**src/rtl/xpe_dot_seq.sv**
```systemverilog
// Binary XNOR-popcount dot-product sequencer.
// Accepts a job length, then streams weight/activation words through a
// single xpe_core and accumulates the masked popcount into a bipolar result.

// XNOR match count of one word, optionally masked and optionally registered.
module xpe_core #(
  parameter int unsigned WORD_SIZE = 64,
  parameter int unsigned HAS_MASK  = 1,
  parameter int unsigned PIPELINE  = 1,
  localparam int unsigned PW       = $clog2(WORD_SIZE + 1)
) (
  input  logic                 clk,
  input  logic                 rst_n,
  input  logic                 ce,
  input  logic [WORD_SIZE-1:0] weight,
  input  logic [WORD_SIZE-1:0] act,
  input  logic [WORD_SIZE-1:0] mask,
  output logic [PW-1:0]        popcount_out
);

  logic [WORD_SIZE-1:0] match_c;
  logic [PW-1:0]        pop_c;

  assign match_c = ~(weight ^ act) & ((HAS_MASK != 0) ? mask : '1);

  // Count matching bit positions.
  always_comb begin
    pop_c = '0;
    for (int i = 0; i < int'(WORD_SIZE); i++) begin
      pop_c = pop_c + PW'(match_c[i]);
    end
  end

  if (PIPELINE != 0) begin : g_pipe
    logic [PW-1:0] pop_q;
    // Optional output register; cleared on reset so no stale count survives.
    always_ff @(posedge clk) begin
      if (!rst_n)  pop_q <= '0;
      else if (ce) pop_q <= pop_c;
    end
    assign popcount_out = pop_q;
  end else begin : g_comb
    assign popcount_out = pop_c;
  end

endmodule

module xpe_dot_seq #(
  parameter int unsigned WORD_SIZE = 64,
  parameter int unsigned PIPELINE  = 1,
  parameter int unsigned MAX_BITS  = 4096,
  localparam int unsigned LW       = $clog2(MAX_BITS + 1)
) (
  input  logic                 clk,
  input  logic                 rst_n,
  input  logic                 cfg_valid,
  output logic                 cfg_ready,
  input  logic [LW-1:0]        cfg_len_bits,
  input  logic                 in_valid,
  output logic                 in_ready,
  input  logic [WORD_SIZE-1:0] in_weight,
  input  logic [WORD_SIZE-1:0] in_act,
  output logic                 res_valid,
  input  logic                 res_ready,
  output logic [LW-1:0]        res_popcount,
  output logic signed [LW:0]   res_dot,
  output logic                 busy
);

  localparam int unsigned PW = $clog2(WORD_SIZE + 1);
  localparam int unsigned RW = $clog2(WORD_SIZE);

  typedef enum logic [1:0] {S_IDLE, S_STREAM, S_DRAIN, S_DONE} state_t;

  state_t               state_q, state_d;
  logic [LW-1:0]        len_q, len_d;
  logic [LW-1:0]        nwords_q, nwords_d;
  logic [LW-1:0]        wcnt_q, wcnt_d;
  logic [LW-1:0]        acc_q, acc_d;
  logic                 cfg_ready_d, in_ready_d, busy_d, res_valid_d;
  logic [LW-1:0]        res_popcount_d;
  logic signed [LW:0]   res_dot_d;

  logic [LW-1:0]        len_clamp_c;
  logic [LW:0]          len_round_c;
  logic [LW-1:0]        nwords_c;
  logic                 beat_c;
  logic                 last_c;
  logic [RW-1:0]        rem_c;
  logic [WORD_SIZE-1:0] mask_c;
  logic [PW-1:0]        pop_c;
  logic                 tag_c;

  assign len_clamp_c = (cfg_len_bits > LW'(MAX_BITS)) ? LW'(MAX_BITS) : cfg_len_bits;
  assign len_round_c = {1'b0, len_clamp_c} + (LW+1)'(WORD_SIZE - 1);
  assign nwords_c    = LW'(len_round_c / (LW+1)'(WORD_SIZE));

  assign beat_c = in_valid & in_ready;
  assign last_c = (wcnt_q == nwords_q - LW'(1));
  assign rem_c  = RW'(len_q % LW'(WORD_SIZE));
  // Only the tail of the final word is trimmed; an exact multiple keeps all bits.
  assign mask_c = (last_c && (rem_c != '0)) ? ~({WORD_SIZE{1'b1}} << rem_c) : '1;

  xpe_core #(
    .WORD_SIZE (WORD_SIZE),
    .HAS_MASK  (1),
    .PIPELINE  (PIPELINE)
  ) u_core (
    .clk          (clk),
    .rst_n        (rst_n),
    .ce           (1'b1),
    .weight       (in_weight),
    .act          (in_act),
    .mask         (mask_c),
    .popcount_out (pop_c)
  );

  if (PIPELINE != 0) begin : g_tag
    logic tag_q;
    // Valid tag follows the beat through the core register.
    always_ff @(posedge clk) begin
      if (!rst_n) tag_q <= 1'b0;
      else        tag_q <= beat_c;
    end
    assign tag_c = tag_q;
  end else begin : g_tag_comb
    assign tag_c = beat_c;
  end

  // Next-state, bookkeeping and next-output decode.
  always_comb begin
    state_d  = state_q;
    len_d    = len_q;
    nwords_d = nwords_q;
    wcnt_d   = wcnt_q;
    acc_d    = acc_q;

    if (tag_c) acc_d = acc_q + LW'(pop_c);

    unique case (state_q)
      S_IDLE: begin
        if (cfg_valid) begin
          len_d    = len_clamp_c;
          nwords_d = nwords_c;
          wcnt_d   = '0;
          acc_d    = '0;
          state_d  = (len_clamp_c == '0) ? S_DONE : S_STREAM;
        end
      end
      S_STREAM: begin
        if (beat_c) begin
          wcnt_d = wcnt_q + LW'(1);
          if (last_c) state_d = (PIPELINE != 0) ? S_DRAIN : S_DONE;
        end
      end
      S_DRAIN: state_d = S_DONE;
      S_DONE:  if (res_ready) state_d = S_IDLE;
      default: state_d = S_IDLE;
    endcase

    cfg_ready_d    = (state_d == S_IDLE);
    in_ready_d     = (state_d == S_STREAM);
    busy_d         = (state_d != S_IDLE);
    res_valid_d    = (state_d == S_DONE);
    res_popcount_d = acc_d;
    res_dot_d      = (LW+1)'({acc_d, 1'b0}) - (LW+1)'(len_d);
  end

  // State, bookkeeping and registered outputs.
  always_ff @(posedge clk) begin
    if (!rst_n) begin
      state_q      <= S_IDLE;
      len_q        <= '0;
      nwords_q     <= '0;
      wcnt_q       <= '0;
      acc_q        <= '0;
      cfg_ready    <= 1'b1;
      in_ready     <= 1'b0;
      busy         <= 1'b0;
      res_valid    <= 1'b0;
      res_popcount <= '0;
      res_dot      <= '0;
    end else begin
      state_q      <= state_d;
      len_q        <= len_d;
      nwords_q     <= nwords_d;
      wcnt_q       <= wcnt_d;
      acc_q        <= acc_d;
      cfg_ready    <= cfg_ready_d;
      in_ready     <= in_ready_d;
      busy         <= busy_d;
      res_valid    <= res_valid_d;
      res_popcount <= res_popcount_d;
      res_dot      <= res_dot_d;
    end
  end

endmodule

```
**config.mk**
```make
export PLATFORM = sky130hd
export DESIGN_NAME = xpe_dot_seq
export DESIGN_NICKNAME = d
export VERILOG_FILES = /design/src/rtl/xpe_dot_seq.sv
export SDC_FILE = /design/constraint.sdc
export NUM_CORES = 1
export LEC_CHECK = 0
export BUFFER_PORTS_ARGS = -buffer_cell sky130_fd_sc_hd__clkbuf_2
export CAP_MARGIN = 20
export CELL_PAD_IN_SITES_DETAIL_PLACEMENT = 1
export CELL_PAD_IN_SITES_GLOBAL_PLACEMENT = 1
export CORE_MARGIN = 2
export CORE_UTILIZATION = 41
export DETAILED_ROUTE_END_ITERATION = 16
export GPL_TIMING_DRIVEN = 1
export PLACE_DENSITY = 0.83
export SYNTH_ARGS = -nofsm -noshare
export SYNTH_HDL_FRONTEND = slang
export SYNTH_SLANG_ARGS = --single-unit
```
**constraint.sdc**
```tcl
create_clock -name clk -period 11.89 [get_ports clk]
set_clock_uncertainty 0.15 [all_clocks]
set_input_delay 1.189 -clock clk [delete_from_list [all_inputs] [get_ports clk]]
set_output_delay 1.189 -clock clk [all_outputs]
set_load 0.05 [all_outputs]
```
==> results.ini, run 1 <==
[synthesis]
ys.warnings.count=0
synthFlopType=dfxtp_1
netlist_instances=851
post-synth-top-area-fraction_pct=20.41
syn-cell-area_mm2=0.007258
ys_seq_area_share_pct=20.41
ys_top_cells_by_area=dfxtp_1 (20%), fa_1 (15%), xor2_1 (10%)
async_flop_share_pct=0
yosysMostFrequentCell=xor2_1
syn-num-nets=1090
ys_top_cells_by_count=xor2_1 (85), inv_1 (75), dfxtp_1 (74)
syn_avg_cell_area_um2=8.529
yosys.area.top_type=dfxtp_1
yosys_register_bits=74
synth-edff-count=0
yosysUniqueCellTypes=56

[floorplan]
fp.dieH_um=137.1
std_cell_rows=48
io_pins=177
initial_core_util_pct=41.96
dieArea_mm2=0.01878
die_x_um=137.1
core_area_mm2=0.01730

[grt]
busiest_layer=met2
first_global_vias=7141
grt_util_met2_pct=43.56
track_usage_pct=24.92
met3_usage_pct=4.519
use_met1_pct=30.36
globalRouteOverflowTotal=0
grt_max_degree=67
grt_pass1_wl_mm=36.29
antenna_found_initial=0

[placed_design]
routabilityCongestion=0.9105
dp_slack_ns=2.736
port_buffers=176
dp_hpwl_mm=18.01

[cts]
post_cts_resized=0
cts_num_sinks=74
cts.htree.levels=3
holdBufCountCts=0
cts_tree=yes
clk_path_buf_depth=2
cts_made_buffers=9
cts_setup_buffers=0
cts.clk_slew.worst_paths_ns=0.06
root_buffer=clkbuf_16
clk_latency_ns=0.35

[detailed_routing]
drt_iter0_markers=370
dr.pass1.iters=5
ant_nets=0
post-route-drc-count=0
num_vias=6879
via_per_inst=5.616
routed_wl_mm=23.26
drt-wirelength-per-cell_um=18.99

[setup_path]
cp_num_buf_inv=6
cp_slowest_cell=and2_2
crit_top_cell=fa_1
critPathKind=reg2reg
crit_path_end_kind=flop
startpoint_type=flop
r2r_cells=27
crit_cells=27
arrival_ns=9.33
crit_family=adder cells
slowest_delay_ns=0.64
cp.required_ns=11.97
path_max_fanout=34

[status]
status=completed

[timing]
rsz0062_at_grt=no
setup_tns_ns=0
finalSetupViolations=0
slew_headroom_pct=38.41
slew_violations=0
period_share_pct=77.77
finalCriticalPeriod_ns=9.247
clock.fmax_mhz=108.1
finalHoldViolations=0
worst_slack_ns=2.643
tightest_slew_ns=0.9123

[cells_and_area]
syn_to_final_growth_pct=18.98
fin_nets=1235
fill_cells=2121
antenna_cells=0
final_layout_size_suffix_gt1_share_pct=23.20

[flow_run]
maxCapViolations=0

[min_path]
hold_path.class=reg2reg
hold_path_depth=2

## logic make-up (layout without fill, tap and decap cells)
| kind of cell | after synthesis | after routing | synth area share, % |
|---|---|---|---|
| adder cells (fa/ha/maj) | 93 | 93 | 21.82 |
| buffers and inverters | 126 | 275 | 7.085 |
| AO/OA/AOI/OAI | 202 | 202 | 19.03 |
| AND/OR/NAND/NOR | 240 | 240 | 17.50 |
| flip-flops | 74 | 74 | 20.41 |
| XOR/XNOR | 107 | 107 | 12.91 |
| multiplexers | 9 | 9 | 1.241 |
## through the flow
step	area [um2]	cells	util, %	hold slack, ns
floorplan	7258	851	-	0.3081
global placement	8273	1210	47.83	0.3184
detailed placement	8273	1210	47.83	0.3306
CTS	8636	1225	49.93	0.3399
global route	8636	1225	49.93	0.4008
finish	8636	1225	49.93	0.3483
## flip-flops by register name, indices dropped and copies added (netlist names), 2 cells and up
register	cells
state_q	2
len_q	12
nwords_q	8
res_dot	14
wcnt_q	13
u_core.popcount_out	7
acc_q	13
## worst reg2reg max path, stage by stage (launching register included)
cell and delay [ns]:
dfxtp_1 0.37, nor4_2 0.39, nand3_1 0.18, or3_1 0.41
a2111oi_2 0.29, and2_2 0.64, buf_4 0.47, a41oi_1 0.21
fa_1 0.54, fa_1 0.52, fa_1 0.55, inv_1 0.05
fa_1 0.47, inv_1 0.05, fa_1 0.49, inv_1 0.05
fa_1 0.46, fa_1 0.54, inv_1 0.06, fa_1 0.50
fa_1 0.46, fa_1 0.41, a21o_1 0.20, a21oi_1 0.23
inv_1 0.08, a21oi_1 0.15, nor2_1 0.05, o21a_1 0.16
## area by class of cell
cell class	instances	area, um2	share of cell area, %
Sequential cell	74	1481	17.15
Multi-Input combinational cell	651	5280	61.14
Clock buffer	9	225.2	2.608
Tap cell	225	281.5	3.260
Clock inverter	6	137.6	1.594
Inverter	75	281.5	3.260
Timing Repair Buffer	185	948.4	10.98
## layout by cell type, fill, tap and decap left out, types with 6 or more instances in the layout
cell type | netlist | routed
a21oi_1 | 49 | 49
or2_2 | 6 | 6
nor3b_1 | 9 | 8
a41o_1 | 18 | 18
fa_1 | 56 | 56
mux2i_1 | 9 | 9
clkbuf_2 | 0 | 176
dfxtp_1 | 74 | 74
nand3_1 | 17 | 17
and3_1 | 8 | 8
inv_1 | 75 | 75
nor2_1 | 56 | 56
a31o_2 | 20 | 20
a31oi_1 | 22 | 22
nor2b_1 | 24 | 24
nand2b_1 | 10 | 10
xnor2_1 | 22 | 22
a41oi_1 | 12 | 12
a211oi_1 | 9 | 8
xor2_1 | 85 | 85
nor3_1 | 17 | 17
o21ai_0 | 33 | 33
and2_1 | 28 | 28
nand2_1 | 35 | 35
a21o_1 | 9 | 9
buf_4 | 2 | 9
clkbuf_16 | 0 | 9
nand4_1 | 9 | 9
ha_1 | 37 | 37
## final timing paths
path | start | end | slack (ns)
setup / recovery | nwords_q[2] | u_core.popcount_out[6] | 2.64
hold reg to reg | wcnt_q[11] | wcnt_q[11] | 0.35
hold / removal | wcnt_q[11] | wcnt_q[11] | 0.35
setup reg to reg | nwords_q[2] | u_core.popcount_out[6] | 2.64
## metal layers
metal | wire length [um] | share of wire (%)
met3 | 1362 | 5.9
met1 | 9585 | 41
met2 | 11560 | 50
met5 | 0 | 0
met4 | 751 | 3.2
Power of run 1 is left out: the tool's default activity adds up to more than one toggle a clock period on the data nets, which glitch-free logic cannot reach.
==> run 2, diff against run 1 <==
--- a/config.mk
+++ b/config.mk
@@ -10,10 +10,10 @@
 export CELL_PAD_IN_SITES_DETAIL_PLACEMENT = 1
 export CELL_PAD_IN_SITES_GLOBAL_PLACEMENT = 1
 export CORE_MARGIN = 2
-export CORE_UTILIZATION = 41
+export CORE_UTILIZATION = 37
 export DETAILED_ROUTE_END_ITERATION = 16
 export GPL_TIMING_DRIVEN = 1
-export PLACE_DENSITY = 0.83
+export PLACE_DENSITY = 0.8
 export SYNTH_ARGS = -nofsm -noshare
 export SYNTH_HDL_FRONTEND = slang
 export SYNTH_SLANG_ARGS = --single-unit
==> constraint.sdc (replaced) <==
create_clock -name clk -period 7.5 [get_ports clk]
set_clock_uncertainty 0.15 [all_clocks]
set_input_delay 0.75 -clock clk [delete_from_list [all_inputs] [get_ports clk]]
set_output_delay 0.75 -clock clk [all_outputs]
set_load 0.05 [all_outputs]
==> run 2 against run 1 <==
- the flow now finishes with violations (setup timing)
- cell count grew 8.3%
- worst hold slack better by 0.0077 ns
- utilization down 2.5 points
- wire length increased by 4.1%
- clock-buffer cell count rose by 3
- flip-flop and latch count is the same
==> results.ini, run 2 (synthesized netlist as in run 1, its figures left out) <==
[setup_path]
cp_slowest_cell=fa_1
path_max_fanout=5  ; -85%
crit_path_end_kind=flop
critPathKind=reg2reg
startpoint_type=flop
crit_top_cell=fa_1
cp.required_ns=7.59  ; -4.38 ns
arrival_ns=8.01  ; -1.32 ns
slowest_delay_ns=0.59  ; -0.05 ns

[floorplan]
fp.dieH_um=144.1  ; +5.1%
dieArea_mm2=0.02075  ; +10%
initial_core_util_pct=37.54  ; -4.4 points
std_cell_rows=51  ; +6.3%
die_x_um=144.1  ; +5.1%
io_pins=177  ; unchanged
core_area_mm2=0.01933  ; +12%

[cells_and_area]
reg.largest.list=res_dot (14), acc_q (13), wcnt_q (13)
largest_reg_flops=14  ; unchanged
syn_to_final_growth_pct=26.29
final_common_cell=clkbuf_2
fin_nets=1296  ; +4.9%
fin_cells=1327  ; +8.3%
top_register=res_dot
final_layout_size_suffix_gt1_share_pct=29.10  ; +5.9 points
final_cell_mix=clkbuf_2 (176), xor2_1 (85), inv_1 (74)
utilization_pct=47.41  ; -2.5 points
antenna_cells=0  ; unchanged

[detailed_routing]
dr.pass1.iters=5  ; unchanged
dr_wl_met2_mm=12.31  ; +6.5%
top_layer=met4
met1_length_mm=10.04  ; +4.8%
ant_nets=0  ; unchanged
routed_wl_mm=24.21  ; +4.1%
num_vias=7150  ; +3.9%
post-route-drc-count=0  ; unchanged
met3_length_mm=1.263  ; -7.3%
via_per_inst=5.388  ; -4.0%
drt_iter0_markers=432  ; +17%
drt-wirelength-per-cell_um=18.24  ; -3.9%

[flow_run]
maxCapViolations=0  ; unchanged

[timing]
clock.fmax_mhz=126.2  ; +17%
rsz0062_at_grt=yes
period_share_pct=105.6  ; +28 points
tightest_slew_ns=0.9405  ; +0.02817 ns
worst_slack_ns=-0.4218  ; -3.065 ns
slew_headroom_pct=37.30  ; -1.1 points
finalHoldViolations=0  ; unchanged
finalSetupViolations=5  ; +5
slew_violations=0  ; unchanged
finalCriticalPeriod_ns=7.922  ; -1.325 ns

[grt]
track_usage_pct=23.54  ; -1.4 points
globalRouteOverflowTotal=0  ; unchanged
antenna_found_initial=0  ; unchanged
grt_pass1_wl_mm=37.82  ; +4.2%
grt_max_degree=59  ; -12%
first_global_vias=7314  ; +2.4%

[placed_design]
placedCellCount=1302  ; +7.6%
port_buffers=176  ; unchanged
dp_hpwl_mm=19.32  ; +7.3%
routabilityCongestion=0.8569  ; -5.9%

[cts]
cts.htree.levels=3  ; unchanged
root_buffer=clkbuf_16
cts.clk_slew.worst_paths_ns=0.06  ; about the same
cts_tree=yes
clk_latency_ns=0.34  ; about the same
cts_num_sinks=74  ; unchanged
cts_made_buffers=9  ; unchanged
clk_path_buf_depth=2  ; unchanged

[min_path]
hold_path.class=reg2reg

[status]
violations=setup timing
status=complete, but fails checks

==> run 2: cell types whose count changed in the layout (fill, tap and decap cells not counted), moves of 3 or more <==
| cell | previous run | this run |
|---|---|---|
| dfxtp_2 | 0 | 5 |
| a21oi_1 | 49 | 46 |
| and2_4 | 0 | 3 |
| buf_4 | 9 | 64 |
| dfxtp_1 | 74 | 69 |
| bufinv_16 | 4 | 0 |
| buf_6 | 0 | 3 |
| a21oi_2 | 0 | 3 |
==> run 2: final timing paths <==
check,from,cells past startpoint,slack [ns],to
max,nwords_q[2],28,-0.42,u_core.popcount_out[6]
max reg2reg,nwords_q[2],28,-0.42,u_core.popcount_out[6]
min,wcnt_q[11],2,0.36,wcnt_q[11]
min reg2reg,wcnt_q[11],2,0.36,wcnt_q[11]
==> run 2: worst max-delay path, delay by kind of cell, from the launching register on <==
kind	cells	cell delay, ns
compound gates	6	1.00
flops	1	0.34
simple gates	5	1.06
buf+inv	7	0.56
fa+ha+maj	10	4.71
==> run 2: final cells by class <==
cell class / count / area [um2]
clock buffer: 12 / 246.5
clock inverter: 4 / 27.53
timing repair buffer: 244 / 1415
multi-input combinational: 653 / 5376
tap: 265 / 331.6
fill: 2377 / 10170
inverter: 75 / 281.5
sequential: 74 / 1488
==> run 2: routing by layer <==
| metal | GRT usage [%] | vias up |
|---|---|---|
| met2 | 41.08 | 243 |
| met5 | 0 | - |
| met3 | 3.775 | 55 |
| met1 | 29.82 | 3501 |
| li1 | - | 3351 |
| met4 | 7.276 | 0 |
==> run 2: per-stage QoR <==
stage          hold WS, ns  setup slack (ns)  cell area [um2]  TNS, ns
6_report            0.3560           -0.4218             9166   -1.786
5_1_grt             0.3675           -0.6811             9166   -3.116
3_5_place_dp        0.3525           -0.5661             8775   -2.025
2_1_floorplan       0.3081           -0.2255             7312  -0.3034
4_1_cts             0.3627           -0.4386             9131   -1.448
3_3_place_gp        0.3239           -0.3587             8775   -1.075
==> run 2: repair_timing <==
| action | in CTS | in global routing |
|---|---|---|
| resized for setup | 8 | 4 |
| pin swaps | 11 | 5 |
| setup endpoints to repair | 6 | 6 |
| gates cloned | 2 | 0 |
| hold buffers | 0 | 0 |
| setup buffers | 4 | 3 |
Power of run 2 is left out for the same reason.
